==> src/rtl/fifo_arb_pkg.sv <==
// Shared types and defaults for the FIFO write-port arbiter.
package fifo_arb_pkg;

  typedef enum logic {
    IDLE   = 1'b0,
    LOCKED = 1'b1
  } arb_state_t;

  localparam int N_REQ_DEF  = 4;
  localparam int DATA_W_DEF = 8;

  // Increment an index modulo n (n need not be a power of two).
  function automatic int wrap_inc(input int v, input int n);
    return (v + 1 >= n) ? 0 : v + 1;
  endfunction

endpackage

==> src/rtl/rr_picker.sv <==
// Combinational round-robin search: first set bit of req at or above ptr,
// wrapping from N_REQ-1 back to 0.
module rr_picker
  import fifo_arb_pkg::*;
#(
  parameter int N_REQ = N_REQ_DEF,
  parameter int ID_W  = $clog2(N_REQ)
) (
  input  logic [N_REQ-1:0] req,
  input  logic [ID_W-1:0]  ptr,
  output logic             found,
  output logic [ID_W-1:0]  idx
);

  // Walk offsets 0..N_REQ-1 from ptr; the smallest offset with req set wins.
  always_comb begin
    found = 1'b0;
    idx   = '0;
    for (int k = 0; k < N_REQ; k++) begin
      int j;
      j = int'(ptr) + k;
      if (j >= N_REQ) j = j - N_REQ;
      if (!found && req[j]) begin
        found = 1'b1;
        idx   = ID_W'(j);
      end
    end
  end

endmodule

==> src/rtl/fifo_wr_arbiter.sv <==
// Packet-locked round-robin arbiter in front of a FIFO write port.
// Handshake: a beat moves when the grantee's req_valid and req_ready are both
// high in the same cycle; req_ready is only ever high for the locked grantee
// and only while the FIFO is not full. Valid may drop mid-packet; the lock
// is held until the beat carrying req_last transfers.
module fifo_wr_arbiter
  import fifo_arb_pkg::*;
#(
  parameter  int N_REQ  = N_REQ_DEF,
  parameter  int DATA_W = DATA_W_DEF,
  localparam int ID_W   = $clog2(N_REQ)
) (
  input  logic                      clk,
  input  logic                      rst,
  input  logic [N_REQ-1:0]          req_valid,
  input  logic [N_REQ*DATA_W-1:0]   req_data,
  input  logic [N_REQ-1:0]          req_last,
  output logic [N_REQ-1:0]          req_ready,
  input  logic                      fifo_full,
  output logic                      fifo_wr_en,
  output logic [DATA_W-1:0]         fifo_wr_data,
  output logic [ID_W-1:0]           grant_id,
  output logic                      busy
);

  arb_state_t      state_q, state_d;
  logic [ID_W-1:0] rr_ptr_q, rr_ptr_d;
  logic [ID_W-1:0] grant_id_q, grant_id_d;
  logic            pick_found;
  logic [ID_W-1:0] pick_idx;
  logic            xfer;

  rr_picker #(
    .N_REQ (N_REQ),
    .ID_W  (ID_W)
  ) u_picker (
    .req   (req_valid),
    .ptr   (rr_ptr_q),
    .found (pick_found),
    .idx   (pick_idx)
  );

  // State, round-robin pointer and grant registers; async clear.
  always_ff @(posedge clk or posedge rst) begin
    if (rst) begin
      state_q    <= IDLE;
      rr_ptr_q   <= '0;
      grant_id_q <= '0;
    end else begin
      state_q    <= state_d;
      rr_ptr_q   <= rr_ptr_d;
      grant_id_q <= grant_id_d;
    end
  end

  // Next state: arbitrate in IDLE, release the lock on the last beat.
  always_comb begin
    state_d    = state_q;
    rr_ptr_d   = rr_ptr_q;
    grant_id_d = grant_id_q;
    case (state_q)
      IDLE: begin
        if (pick_found) begin
          grant_id_d = pick_idx;
          state_d    = LOCKED;
        end
      end
      LOCKED: begin
        if (xfer && req_last[grant_id_q]) begin
          rr_ptr_d = ID_W'(wrap_inc(int'(grant_id_q), N_REQ));
          state_d  = IDLE;
        end
      end
      default: state_d = IDLE;
    endcase
  end

  // Outputs: route the grantee straight through to the FIFO write port.
  always_comb begin
    req_ready    = '0;
    xfer         = 1'b0;
    fifo_wr_data = req_data[grant_id_q*DATA_W +: DATA_W];
    busy         = (state_q == LOCKED);
    if (state_q == LOCKED) begin
      req_ready[grant_id_q] = !fifo_full;
      xfer                  = req_valid[grant_id_q] && !fifo_full;
    end
  end

  assign fifo_wr_en = xfer;
  assign grant_id   = grant_id_q;

endmodule
==> config.mk <==
export PLATFORM = sky130hd
export DESIGN_NAME = fifo_wr_arbiter
export DESIGN_NICKNAME = d
export VERILOG_FILES = /design/src/rtl/fifo_arb_pkg.sv /design/src/rtl/rr_picker.sv /design/src/rtl/fifo_wr_arbiter.sv
export SDC_FILE = /design/constraint.sdc
export NUM_CORES = 1
export LEC_CHECK = 0
export CAP_MARGIN = 30
export CELL_PAD_IN_SITES_DETAIL_PLACEMENT = 0
export CELL_PAD_IN_SITES_GLOBAL_PLACEMENT = 1
export CORE_ASPECT_RATIO = 0.9
export CORE_UTILIZATION = 22
export DETAILED_ROUTE_END_ITERATION = 16
export PLACE_DENSITY_LB_ADDON = 0.1
export SETUP_SLACK_MARGIN = 0.02
export SLEW_MARGIN = 20
export SYNTH_ARGS = -nofsm -noshare
export SYNTH_HDL_FRONTEND = slang
export SYNTH_SLANG_ARGS = --single-unit
==> constraint.sdc <==
create_clock -name clk -period 4.85 [get_ports clk]
set_input_delay 0.485 -clock clk [delete_from_list [all_inputs] [get_ports clk]]
set_output_delay 0.485 -clock clk [all_outputs]
set_load 0.03 [all_outputs]
==> results.md, run 1 <==
- Cell taking the most area after synthesis: mux4_2
- Reg clk slew, reported paths: 40 ps
- Root Driver: clkbuf_4
- Core area: between 2000 and 3000 sq um
- TNS Setup: 0 ps
- Hold Buf Count CTS: 0
- DR DRC count: 0
- Req. time, crit path: 4370 ps
- Synth area leaders: mux4_2 29%, dfrtp_1 20%, ha_1 8.0%
- Tot Pwr: 586 uW
- Synth Instances: 58
- Max H-tree Level: 1
- First-pass GRT wire length: roughly 3100 um
- Worst IR Drop VDD: 291 uV
- Power Density: roughly 460 nW/um^2
- Longest Clk Path Bufs: 2
- Vias per inst: ~4.4
- Leak: 0.498 nW
- Hold Crit Class: in2async
- Post-synth top cells: 8 x mux4_2, 6 x inv_1, 5 x dfrtp_1, 5 x mux2i_1
- Number of port buffers: 58
- Count leader, synth: mux4_2
- Layout area overhead: 103%
- Rows: 17
- Maximum clock rate: 0.363 GHz
- Post-Syn Area: 624 sq um
- I/O Pins: 59
- Startpoint type of the worst setup path: flip-flop
- Detail Placement HPWL: 1620 um
- Slew HR: about 53%
- Reg2Reg Capture Point: rr_ptr_q[1]
- Max cap viols: 0
- Yosys warns: 0
- Final setup viols: 0
- Setup Buffers After CTS: 0
- Finished Layout Cells: 156
- Final core occ: 49.2%
- Final period util: 56.8%
- Main synth FF type: dfrtp_1
- GRT Overall Usage: 14.0%
- Unique masters post-synth: 24
- Clk Latency, worst-skew pair: approximately 230 ps
- Crit Path Class: reg2out
- ANT cells: 0
- Critical Path Fanout Max: 14
- Chip Height: about 53 um
- R2R cell count: 4
- Final Slew Violations: 0
- R2R setup slack: 2810 ps
- # nets final: 166
- Die X: 58.2 um
- Tmin final: 2750 ps
- Post-synth EDFFs: 0
- Yosys top cell area share: 28.9%
- Status: finished clean
- FFs w/ async S/R, synth: 100%
- Worst Setup End Kind: primary output
- Placed cells: 152
- CTS tree: yes
- Drt total wl: 1970 um
- Number of global-route vias before repair: 640
- Largest net degree at the start of global routing: 17
- Initial antenna violation count: 0
- Syn_area_per_cell: roughly 11 sq um
- Post-cts sizing count: 0
- GPL Wtd Cong: 0.684
- Grt total ovfl: 0
- Vias: 683
- DIE AREA: 3060 sq um
- Syn Nets: between 100 and 150
- Starting Density: between 20% and 30%
- RSZ-0062 raised after global routing: false
- Seq cells post-synth: 5
- Reg-to-Reg Start: grant_id[1]
- Share of layout cells above drive strength 1: a little under an eighth
- Hold Fails Final Rpt: 0
- Critical Path AT: between 2000 and 2500 ps
- WL per Instance: between 10 and 15 um
- Clock Skew: 2.03 ps
- Register area share after synthesis: roughly a fifth
- Clock sink total: 5
- Pre-antenna DRT Iters: 4
- Worst slew pin tran: 709 ps
- Min Hold Slack: 438 ps
- Routed Antenna Nets: 0
- CTS Buf Count: 3
- Iteration-0 DRC Markers: 21
==> critical path, stage by stage (launching register included) <==
cell and delay, ps:
dfrtp_1 760, inv_1 280, ha_1 270, and2_1 130
clkdlybuf4s50_1 590
==> state kept, by name, indices dropped and copies added (netlist names) <==
name / count
grant_id: 2
rr_ptr_q: 2
busy: 1
==> worst max-delay path by stage <==
| stage | slack (ps) | end | start | depth (start not counted) |
|---|---|---|---|---|
| 2_1_floorplan | 2850 | fifo_wr_data[0] | grant_id[0] | 2 |
| 3_3_place_gp | 2260 | fifo_wr_en | req_valid[1] | 5 |
| 3_5_place_dp | 2240 | fifo_wr_en | fifo_full | 4 |
| 4_1_cts | 2020 | req_ready[2] | grant_id[0] | 4 |
| 5_1_grt | 1880 | req_ready[0] | grant_id[0] | 4 |
| 6_report | 2100 | req_ready[2] | grant_id[0] | 4 |
==> per-stage QoR <==
stage / setup WS (ps) / instance area [sq um]
2_1_floorplan: 2850 / 624
3_3_place_gp: 2260 / 1240
3_5_place_dp: 2240 / 1240
4_1_cts: 2020 / 1270
5_1_grt: 1880 / 1270
6_report: 2100 / 1270
==> power breakdown <==
part	total (mW)	internal [mW]	switching [mW]	leakage, nW
combinational	0.419	0.225	0.194	0.425
clock	0.0452	0.0309	0.0143	0.0150
sequential	0.122	0.0600	0.0620	0.0580
total	0.586	0.316	0.270	0.498
==> layout by cell type (no fill, tap or decap) <==
master,synthesis,layout
a31oi_1,1,1
ha_1,4,4
nor4_1,1,1
dfrtp_1,5,5
nor2b_1,2,2
o221ai_1,1,1
mux2i_1,5,5
clkdlybuf4s50_1,0,58
clkbuf_1,0,1
mux4_2,8,8
a21oi_1,2,2
a21o_1,1,1
mux2_2,2,2
and3_1,1,1
o22ai_1,1,1
nor2_1,4,4
clkbuf_4,0,3
nor4b_2,1,1
nand2_1,2,2
a221o_1,1,1
o21ai_0,1,1
a21boi_0,1,1
and2_1,4,4
nand2b_1,2,2
inv_1,6,6
==> cell type report <==
cell class	instances	area (sq um)
flip-flops and latches	5	125
multi-input cells	45	464
fillers	256	1310
clock buffers	4	26.3
well taps	38	47.5
inverters	6	22.5
repair buffers	58	581
==> cell families (layout without fill, tap and decap cells) <==
logic type	count (synthesis)	after routing	share of synthesized area, %
and+or+nand+nor	17	17	16.0
muxes	15	15	40.5
AOI/OAI and AO/OA	9	9	9.82
buffers and inverters	8	68	5.61
DFF	5	5	20.0
adders and majority gates	4	4	8.02
==> per-layer routing <==
metal / vias up / track usage (%) / part of all wire [%]
met1: 328 / 17.7 / 44
met2: 15 / 24.3 / 53
met3: 0 / 2.96 / 3.5
met5: - / 0 / 0
li1: 340 / - / -
met4: 0 / 3.57 / 0
Note: power is estimated with default switching activity, not from simulation.
==> run 2, diff against run 1 <==
CORE_UTILIZATION = 20   (was 22)
clock period = 2.87 ns   (was 4.85 ns; I/O delays follow)
==> results.md, run 2 (synthesis results as in run 1) <==
- Status: finished clean (unchanged)
- Fill cell count: 287 (was 256)
- # nets final: 168 (was 166)
- Footprint of the multi-input gates: 464 sq um (unchanged)
- Rows: 18 (was 17)
- Most frequent cells in the layout: 58 x clkdlybuf4s50_1, 8 x mux4_2, 6 x inv_1, 5 x mux2i_1, 5 x dfrtp_1 (unchanged)
- Critical Path AT: 2080 ps (was 2270 ps)
- NetSw: 468 uW (was 270 uW)
- Initial antenna violation count: 0 (unchanged)
- Pre-antenna DRT Iters: 2 (was 4)
- Max H-tree Level: 1 (unchanged)
- Req. time, crit path: 2580 ps (was 4370 ps)
- Worst IR Drop VDD: 386 uV (was 291 uV)
- Placed cells: 156 (was 152)
- Hold Fails Final Rpt: 0 (unchanged)
- Grt total ovfl: 0 (unchanged)
- Die X: 60.9 um (was 58.2 um)
- TNS Setup: 0 ps (unchanged)
- GRT Overall Usage: 11.8% (was 14.0%)
- Drt total wl: 2100 um (was 1970 um)
- Clock Skew: 5.78 ps (was 2.03 ps)
- Number of port buffers: 58 (unchanged)
- Routed Antenna Nets: 0 (unchanged)
- Starting Density: 21.8% (was 24.3%)
- Slew HR: 73.2% (was 52.8%)
- Number of global-route vias before repair: 630 (was 640)
- Crit Path Class: reg2out (unchanged)
- CTS tree: yes (unchanged)
- Iteration-0 DRC Markers: 30 (was 21)
- First-pass GRT wire length: 2840 um (was 3150 um)
- GPL Wtd Cong: 0.737 (was 0.684)
- Vias: 726 (was 683)
- Longest Clk Path Bufs: 2 (unchanged)
- ANT cells: 0 (unchanged)
- CTS Buf Count: 3 (unchanged)
- DR DRC count: 0 (unchanged)
- Maximum clock rate: 0.422 GHz
- Layout area overhead: 106% (was 103%)
- Clk Latency, worst-skew pair: 250 ps (was 230 ps)
- Root Driver: clkbuf_4 (unchanged)
- Final setup viols: 0 (unchanged)
- Vias per inst: 4.54 (was 4.38)
- Largest net degree at the start of global routing: 12 (was 17)
- Post-Place Setup Slack: 677 ps (was 2240 ps)
- WL per Instance: 13.1 um (was 12.6 um)
- RSZ-0062 raised after global routing: false (unchanged)
- Detail Placement HPWL: 1740 um (was 1620 um)
- Reg clk slew, reported paths: 50 ps (was 40 ps)
- Part of the power in registers: 14.9% (was 20.8%)
- Max cap viols: 0 (unchanged)
- Chip Height: 55.0 um (was 52.5 um)
- Final period util: 82.6%
- Clock sink total: 5 (unchanged)
- Combinational share of power: 76.8% (was 71.5%)
- Tmin final: between 2000 and 2500 ps
- Power Density: 796 nW/um^2 (was 463 nW/um^2)
- Worst slew pin tran: 398 ps (was 709 ps)
- Finished Layout Cells: 160 (was 156)
- PnR worst setup slack: 498 ps (was 2100 ps)
- Reg area: 125 sq um (unchanged)
- Critical Path Fanout Max: 10 (was 14)
- Share of layout cells above drive strength 1: 13.3% (was 11.9%)
- Leak: 0.508 nW (was 0.498 nW)
- Hold Crit Class: in2async (unchanged)
- Final Slew Violations: 0 (unchanged)
- Worst Setup End Kind: primary output (unchanged)
- Power share of the clock group: 8.3% (was 7.7%)
- Post-cts sizing count: 0 (unchanged)
- Core area: 2860 sq um (was 2570 sq um)
- Most common cell after layout, fill and taps aside: clkdlybuf4s50_1 (unchanged)
- Hold Buf Count CTS: 0 (unchanged)
- Setup Buffers After CTS: 0 (unchanged)
- Startpoint type of the worst setup path: flip-flop (unchanged)
- Internal: 554 uW (was 316 uW)
- I/O Pins: 59 (unchanged)
- DIE AREA: 3350 sq um (was 3060 sq um)
- Sw frac: 45.8% (was 46.1%)
run 2: final cells by class:
type / count / area share (%)
clock buffers: 4 / 2.05
inverters: 6 / 1.75
multi-input cells: 45 / 36.2
flip-flops and latches: 5 / 9.75
well taps: 40 / 3.90
repair buffers: 60 / 46.4
run 2: worst max-delay path: stages (launching register included):
cell             delay, ps
dfrtp_1                450
buf_4                  250
mux4_2                 520
clkdlybuf4s50_1        610
run 2: metal layers:
| layer | share of wire (%) | GRT usage (%) | wire length (um) | vias up |
|---|---|---|---|---|
| met1 | 43 | 15.2 | 896 | 339 |
| met2 | 41 | 17.8 | 858 | 43 |
| li1 | - | - | - | 342 |
| met4 | 0.91 | 6.44 | 19 | 0 |
| met3 | 15 | 3.49 | 322 | 2 |
| met5 | 0 | 0 | 0 | - |
run 2: stage by stage:
step           hold WS (ps)  power [mW]  cell area [sq um]  util [%]
4_1_cts                 234        1.04               1280      44.9
5_1_grt                 253        1.10               1280      44.9
3_5_place_dp            507       0.951               1260      44.0
3_3_place_gp            498       0.944               1260      44.0
6_report                237        1.02               1280      44.9
2_1_floorplan          65.5       0.642                624         -
run 2: final timing paths:
path                                    to        start  cells past startpoint  slack, ps
setup / recovery           fifo_wr_data[0]  grant_id[0]                      3        500
hold / removal                 grant_id[1]          rst                      2        240
setup reg to reg               rr_ptr_q[0]  grant_id[1]                      5        960
hold reg to reg                       busy         busy                      2        560
max in group asynchronous      rr_ptr_q[0]          rst                      2       2460
min in group clk                      busy         busy                      2        560
run 2: power by group through the flow:
stage	registers [mW]	logic, mW	clock network, mW
after global placement	0.154	0.790	0
final	0.153	0.785	0.0844
after CTS	0.156	0.795	0.0898
after floorplan	0.173	0.469	0
after detailed placement	0.157	0.795	0
after global routing	0.162	0.846	0.0925
==> run 3, diff against run 2 <==
CORE_UTILIZATION = 18   (was 20)
clock period = 1.9 ns   (was 2.87 ns; I/O delays follow)
==> results.md, run 3 (synthesis results as in run 1) <==
- Root Driver: clkbuf_8 (was clkbuf_4)
- DR DRC count: 0 (unchanged)
- CP cell instances: buf_12 -> mux4_2 -> dlygate4sd2_1 (was buf_4 -> mux4_2 -> clkdlybuf4s50_1)
- Final period util: 94.8%
- First-pass GRT wire length: 3490 um (was 2840 um)
- Status: finished clean (unchanged)
- Clock Skew: 2.75 ps (was 5.78 ps)
- Slowest cell on crit path: mux4_2 (was clkdlybuf4s50_1)
- Internal: 888 uW (was 554 uW)
- Req. time, crit path: 1710 ps (was 2580 ps)
- GPL Wtd Cong: 0.679 (was 0.737)
- Grt total ovfl: 0 (unchanged)
- Crit path max-delay family: buffers and inverters (unchanged)
- Final Slew Violations: 0 (unchanged)
- Drt total wl: 2210 um (was 2100 um)
- Reg clk slew, reported paths: 40 ps (was 50 ps)
- Core area: 3190 sq um (was 2860 sq um)
- CTS Buf Count: 3 (unchanged)
- Combinational share of power: 75.2% (was 76.8%)
- Sw frac: 44.5% (was 45.8%)
- Routed Antenna Nets: 0 (unchanged)
- Hold Fails Final Rpt: 0 (unchanged)
- Final setup viols: 0 (unchanged)
- Worst IR Drop VDD: 619 uV (was 386 uV)
- Number of global-route vias before repair: 760 (was 630)
- Worst path max stage delay: 500 ps (was 610 ps)
- Pre-antenna DRT Iters: 4 (was 2)
- Power Density: 1190 nW/um^2 (was 796 nW/um^2)
- Setup Buffers After CTS: 0 (unchanged)
- Maximum clock rate: 0.555 GHz
- Die X: 64.1 um (was 60.9 um)
- Startpoint type of the worst setup path: flip-flop (unchanged)
- Post-Place Setup Slack: 39.4 ps (was 677 ps)
- Part of the power in registers: 12.7% (was 14.9%)
- Initial antenna violation count: 0 (unchanged)
- Number of port buffers: 58 (unchanged)
- Worst slew pin tran: 465 ps (was 398 ps)
- Layout area overhead: 116% (was 106%)
- Vias: 743 (was 726)
- DIE AREA: 3710 sq um (was 3350 sq um)
- Clk Latency, worst-skew pair: 220 ps (was 250 ps)
- Largest net degree at the start of global routing: 15 (was 12)
- Critical Path Fanout Max: 14 (was 10)
- Hold Crit Class: in2async (unchanged)
- Clock sink total: 5 (unchanged)
- Worst path bufs/invs: 2 (unchanged)
- Final instance area: 1350 sq um (was 1280 sq um)
- Worst Setup End Kind: primary output (unchanged)
- ANT cells: 0 (unchanged)
- Max cap viols: 0 (unchanged)
- CTS tree: yes (unchanged)
- Share of layout cells above drive strength 1: 19.8% (was 13.3%)
- RSZ-0062 raised after global routing: false (unchanged)
- Max H-tree Level: 1 (unchanged)
- Fill cell count: 344 (was 287)
- Crit Path Class: reg2out (unchanged)
- Rows: 19 (was 18)
- # nets final: 174 (was 168)
- I/O Pins: 59 (unchanged)
- Slew HR: 68.7% (was 73.2%)
- TNS Setup: 0 ps (unchanged)
- Most common cell after layout, fill and taps aside: clkdlybuf4s50_1 (unchanged)
- Tmin final: 1800 ps
- Vias per inst: 4.42 (was 4.54)
- Area of placed instances: 1310 sq um (was 1260 sq um)
- NetSw: 712 uW (was 468 uW)
- Longest Clk Path Bufs: 2 (unchanged)
- Detail Placement HPWL: 1870 um (was 1740 um)
- WL per Instance: 13.2 um (was 13.1 um)
- PnR worst setup slack: 98.0 ps (was 498 ps)
- Placed cells: 164 (was 156)
- GRT Overall Usage: 12.5% (was 11.8%)
- Starting Density: 19.6% (was 21.8%)
- Power share of the clock group: 12.2% (was 8.3%)
- Finished Layout Cells: 168 (was 160)
- Critical Path AT: 1610 ps (was 2080 ps)
- Chip Height: 57.9 um (was 55.0 um)
- Final core occ: 42.3% (was 44.9%)
- Most frequent cells in the layout: 45 x clkdlybuf4s50_1, 10 x buf_4, 9 x dlygate4sd2_1, 8 x mux4_2, 6 x inv_1 (was 58 x clkdlybuf4s50_1, 8 x mux4_2, 6 x inv_1, 5 x mux2i_1, 5 x dfrtp_1)
- Iteration-0 DRC Markers: 8 (was 30)
- Leak: 0.585 nW (was 0.508 nW)
[run 3: what timing repair did]
item                       CTS  global route
gates resized for setup      9             1
hold buffers                 0             0
setup endpoints to repair    9             1
[run 3: path summary, 6_finish.rpt]
check	start	endpoint	slack, ps	cells past startpoint
worst max-delay path	grant_id[0]	fifo_wr_data[2]	100	3
worst min-delay path	rst	busy	170	2
worst max register to register	grant_id[1]	rr_ptr_q[1]	210	5
worst min register to register	busy	busy	560	2
max in group asynchronous	rst	rr_ptr_q[1]	1560	2
min in group clk	busy	busy	560	2
[run 3: routing by layer]
metal,wire length (um),vias to the layer above,GRT usage [%]
met5,0,-,0
met4,0,0,2.92
met3,255,0,5.12
met2,1010,45,21.7
met1,942,342,14.4
li1,-,356,-
[run 3: cell type report]
type / instances / area, sq um / share of cell area (%)
Clock buffer: 4 / 45.0 / 3.35
Tap cell: 42 / 52.6 / 3.90
Sequential cell: 5 / 125 / 9.29
Inverter: 6 / 22.5 / 1.67
Timing Repair Buffer: 66 / 637 / 47.3
Multi-Input combinational cell: 45 / 464 / 34.5
[run 3: metrics by stage]
stage,power (mW),hold slack [ps]
finish,1.60,168
global route,1.72,196
CTS,1.63,172
detailed placement,1.50,409
global placement,1.50,403
floorplan,0.970,-31.5
[run 3: power by group through the flow]
stage	sequential, mW	combinational [mW]	clock (mW)
after global routing	0.211	1.30	0.212
after CTS	0.203	1.23	0.200
after detailed placement	0.204	1.30	0
after floorplan	0.261	0.708	0
after global placement	0.202	1.29	0
final	0.203	1.20	0.195
==> RTL edit 1: new RTL, config.mk and constraints of run 2 <==
Change the package constant `DATA_W_DEF` from 8 to 6.
--- a/src/rtl/fifo_arb_pkg.sv
+++ b/src/rtl/fifo_arb_pkg.sv
@@ -7,7 +7,7 @@
   } arb_state_t;
 
   localparam int N_REQ_DEF  = 4;
-  localparam int DATA_W_DEF = 8;
+  localparam int DATA_W_DEF = 6;
 
   // Increment an index modulo n (n need not be a power of two).
   function automatic int wrap_inc(input int v, input int n);
Ports: changed (resized fifo_wr_data and req_data); port bits go from 59 to 49. No check against the original RTL was run, so the function may have changed too.
==> RTL edit 1 against run 2 <==
- sequential cell count stayed put
- highest routed layer unchanged
- area after synthesis is 2.4% lower
- non-clock buffer count is 11 lower
- hold slack better by 0.0097 ns
- routed wire length is 12% lower
- largest cell class unchanged
- final cell count is 8.1% lower
- via count is 13% lower
- critical path depth is 1 lower
- power is 14% lower
- first-iteration DRC count is 77% lower
- critical path type unchanged
- largest power group unchanged
- worst setup slack worse by 0.034 ns
- cell area is 10% lower
- clock power is 4.3% lower
==> RTL edit 1: results (changes against run 2) <==
proportion of layout cells with a drive suffix above 1 -> 0.06542 (was 0.1333)
Post-Syn Area per Cell -> 10.88 µm² (was 10.76 µm²)
number of input and output port buffers inserted -> 48 (was 58)
Worst Setup Slack post-DPL -> 0.6762 ns (was 0.6768 ns)
number of distinct library cell variants in the gate-level netlist after synthesis -> 25 (was 24)
Clock Skew -> 0.003826 ns (was 0.005780 ns)
violation count after the first detailed-routing iteration -> 7 (was 30)
First-pass DRT Iterations -> 3 (was 2)
share of synthesized cell area in full adder, half adder and majority cells -> 0.08214 (was 0.08016)
cell type with the highest aggregate area in the netlist -> mux4_1 (was mux4_2)
post-synthesis compound-gate area fraction -> 0.1006 (was 0.09820)
sequential-to-total area share from yosys stat -> 0.2053 (was 0.2004)
placed cell count -> 143 (was 156)
mux share of post-synthesis cell area -> 0.3778 (was 0.4048)
routability-driven placement congestion ratio -> 0.6751 (was 0.7367)
depth of the worst register-to-register path -> 4 (was 5)
routed length on met1 -> 832 µm (was 896 µm)
Avg WL per Cell -> 12.51 µm (was 13.11 µm)
signal arrival time at the worst endpoint -> 2.12 ns (was 2.08 ns)
Leakage Power -> 0.4774 nW (was 0.5082 nW)
wire length of the first global-routing pass -> 2773 µm (was 2835 µm)
RR Endpoint -> rr_ptr_q[1] (was rr_ptr_q[0])
Net count, final -> 147 (was 168)
sum of met3 wire segment lengths after detailed routing -> 129 µm (was 322 µm)
largest net degree at the start of global routing -> 13 (was 12)
actual transition at the worst max-transition pin -> 0.5084 ns (was 0.3980 ns)
total via count after detailed routing -> 631 (was 726)
number of filler cells placed in the layout -> 285 (was 287)
final critical-path required period -> 2.406 ns (was 2.372 ns)
synth top area cells -> mux4_1 (26%), dfrtp_1 (21%), ha_1 (8.2%) (was mux4_2 (29%), dfrtp_1 (20%), ha_1 (8.0%))
Post-Place Cell Area -> 1129 µm² (was 1257 µm²)
Post-Synthesis Net Count -> 95 (was 105)
leading post-synthesis cells by instance count -> inv_1 (6), mux4_1 (6), dfrtp_1 (5), mux2i_1 (5) (was mux4_2 (8), inv_1 (6), dfrtp_1 (5), mux2i_1 (5))
Slowest Stage Delay on Critical Path -> 0.65 ns (was 0.61 ns)
Top Family by Delay on Critical Path -> flip-flops (was buffers and inverters)
via count of the first global-routing pass -> 550 (was 630)
run status -> finished, final reports clean (unchanged)
DP HPWL -> 1497 µm (was 1742 µm)
-- RTL edit 1: changes by cell type in the layout (fill, tap and decap cells not counted), sizes merged --
cell / run 2 / this run
clkdlybuf4s50: 58 / 48
mux4: 8 / 6
and2b: 0 / 1
buf: 2 / 1
nor2b: 2 / 1
-- RTL edit 1: area by class of cell --
cell class                 instances  area (µm²)  area share
tap                               40       50.05     0.04334
sequential                         5       125.1      0.1083
timing repair buffer              49       488.0      0.4225
inverter                           6       22.52     0.01950
multi-input combinational         43       442.9      0.3835
clock buffer                       4       26.28     0.02275
-- RTL edit 1: layer usage --
layer  GRT usage  vias to the layer above
met5           0                        -
met4     0.04651                        0
met3     0.03073                        4
met2      0.1813                       24
met1      0.1607                      289
li1            -                      314
-- RTL edit 1: report_power, final --
| group | switching, W | internal, W | leakage (nW) |
|---|---|---|---|
| clock network | 0.0000282 | 0.0000525 | 0.0150 |
| registers | 0.0000743 | 0.000102 | 0.0580 |
| logic | 0.000301 | 0.000323 | 0.404 |
| total | 0.000403 | 0.000478 | 0.477 |
==> RTL edit 2: new RTL, settings of run 2 <==
Without the edit above. Make the reset (`rst`) synchronous in one clocked block. Comments in the files are not updated.
--- a/src/rtl/fifo_wr_arbiter.sv
+++ b/src/rtl/fifo_wr_arbiter.sv
@@ -41,7 +41,7 @@
   );
 
   // State, round-robin pointer and grant registers; async clear.
-  always_ff @(posedge clk or posedge rst) begin
+  always_ff @(posedge clk) begin
     if (rst) begin
       state_q    <= IDLE;
       rr_ptr_q   <= '0;
Check against the original RTL: differs if rst is asserted again (counterexample within 4 cycles, from zero or initial values and one cycle with rst high); with rst held inactive, the same outputs for 10 cycles.
==> RTL edit 2 against run 2 <==
- worst setup slack improved by 0.085 ns
- area after synthesis increased by 5.0%
- cell area increased by 1.9%
- first-iteration DRC count decreased by 60%
- via count increased by 2.9%
- sequential cell count unchanged
- routed wire length increased by 9.1%
Power is left out: it rests on default switching activity, and per cell area and clock period it moved more than threefold.
==> RTL edit 2: results (changes against run 2) <==
sum of met3 wire segment lengths after detailed routing -> 148 µm (was 322 µm)
critical path capture point -> fifo_wr_en (was fifo_wr_data[0])
Global Route met2 Usage -> 0.2198 (was 0.1777)
violation count after the first detailed-routing iteration -> 12 (was 30)
number of filler cells placed in the layout -> 312 (was 287)
Post-Synthesis Net Count -> 109 (was 105)
critical path launch point -> req_valid[0] (was grant_id[0])
sequential-to-total area share from yosys stat -> 0.1527 (was 0.2004)
grt met3 use -> 0.02846 (was 0.03488)
largest net degree at the start of global routing -> 19 (was 12)
layout buffering overhead excluding clock cells -> 0.4608 (was 0.4639)
DP HPWL -> 1857 µm (was 1742 µm)
remaining max-slew budget at the tightest pin -> 0.6771 (was 0.7322)
FF-to-FF Start -> grant_id[1] (unchanged)
Slowest Stage Delay on Critical Path -> 0.71 ns (was 0.61 ns)
relative area change from synthesis to final layout -> 99.62% (was 105.6%)
number of distinct library cell variants in the gate-level netlist after synthesis -> 25 (was 24)
Net count, final -> 171 (was 168)
async set-or-reset flop fraction in the synthesized netlist -> 0 (was 1.000)
maximum fanout along the worst path -> 5 (was 10)
synth top area cells -> mux4_2 (27%), dfxtp_1 (15%), ha_1 (7.6%) (was mux4_2 (29%), dfrtp_1 (20%), ha_1 (8.0%))
RR Endpoint -> rr_ptr_q[0] (unchanged)
share of the clock period used by the worst path -> 0.7968 (was 0.8263)
proportion of layout cells with a drive suffix above 1 -> 0.1626 (was 0.1333)
run status -> finished, final reports clean (unchanged)
Clock Network Area Fraction -> 0.02008 (was 0.02047)
Avg WL per Cell -> 13.87 µm (was 13.11 µm)
non-clock buffer total of the final layout -> 61 (was 60)
via count of the first global-routing pass -> 732 (was 630)
leading post-synthesis cells by instance count -> mux4_2 (8), inv_1 (7), a21oi_1 (5), dfxtp_1 (5) (was mux4_2 (8), inv_1 (6), dfrtp_1 (5), mux2i_1 (5))
Post-Place Cell Area -> 1282 µm² (was 1257 µm²)
path type of the worst min-delay path -> reg2reg (was in2async)
routed length on met1 -> 1138 µm (was 896 µm)
Top FF cell, synth -> dfxtp_1 (was dfrtp_1)
FF+latch count -> 5 (unchanged)
Top Metal Used -> met3 (was met4)
## RTL edit 2: per-stage QoR
| stage | hold slack, ns | util | cells |
|---|---|---|---|
| CTS | 0.5264 | 0.4235 | 165 |
| global route | 0.5724 | 0.4235 | 165 |
| floorplan | 0.3561 | - | 62 |
| detailed placement | 0.5189 | 0.4150 | 161 |
| finish | 0.5196 | 0.4235 | 165 |
| global placement | 0.5163 | 0.4150 | 161 |
## RTL edit 2: cell families after synthesis
| family | count (synthesis) | share of synthesized area |
|---|---|---|
| multiplexers | 12 | 0.3511 |
| AO/OA/AOI/OAI | 15 | 0.1775 |
| adder cells (fa/ha/maj) | 4 | 0.07634 |
| flip-flops | 5 | 0.1527 |
| buffers and inverters | 11 | 0.08398 |
| AND/OR/NAND/NOR | 15 | 0.1584 |
## RTL edit 2: worst reg2reg max path, stage by stage, from the launching register on
cell	delay, ns
dfxtp_1	0.55
buf_4	0.24
mux2_4	0.31
nand3_2	0.08
o32a_4	0.19
mux2_4	0.29
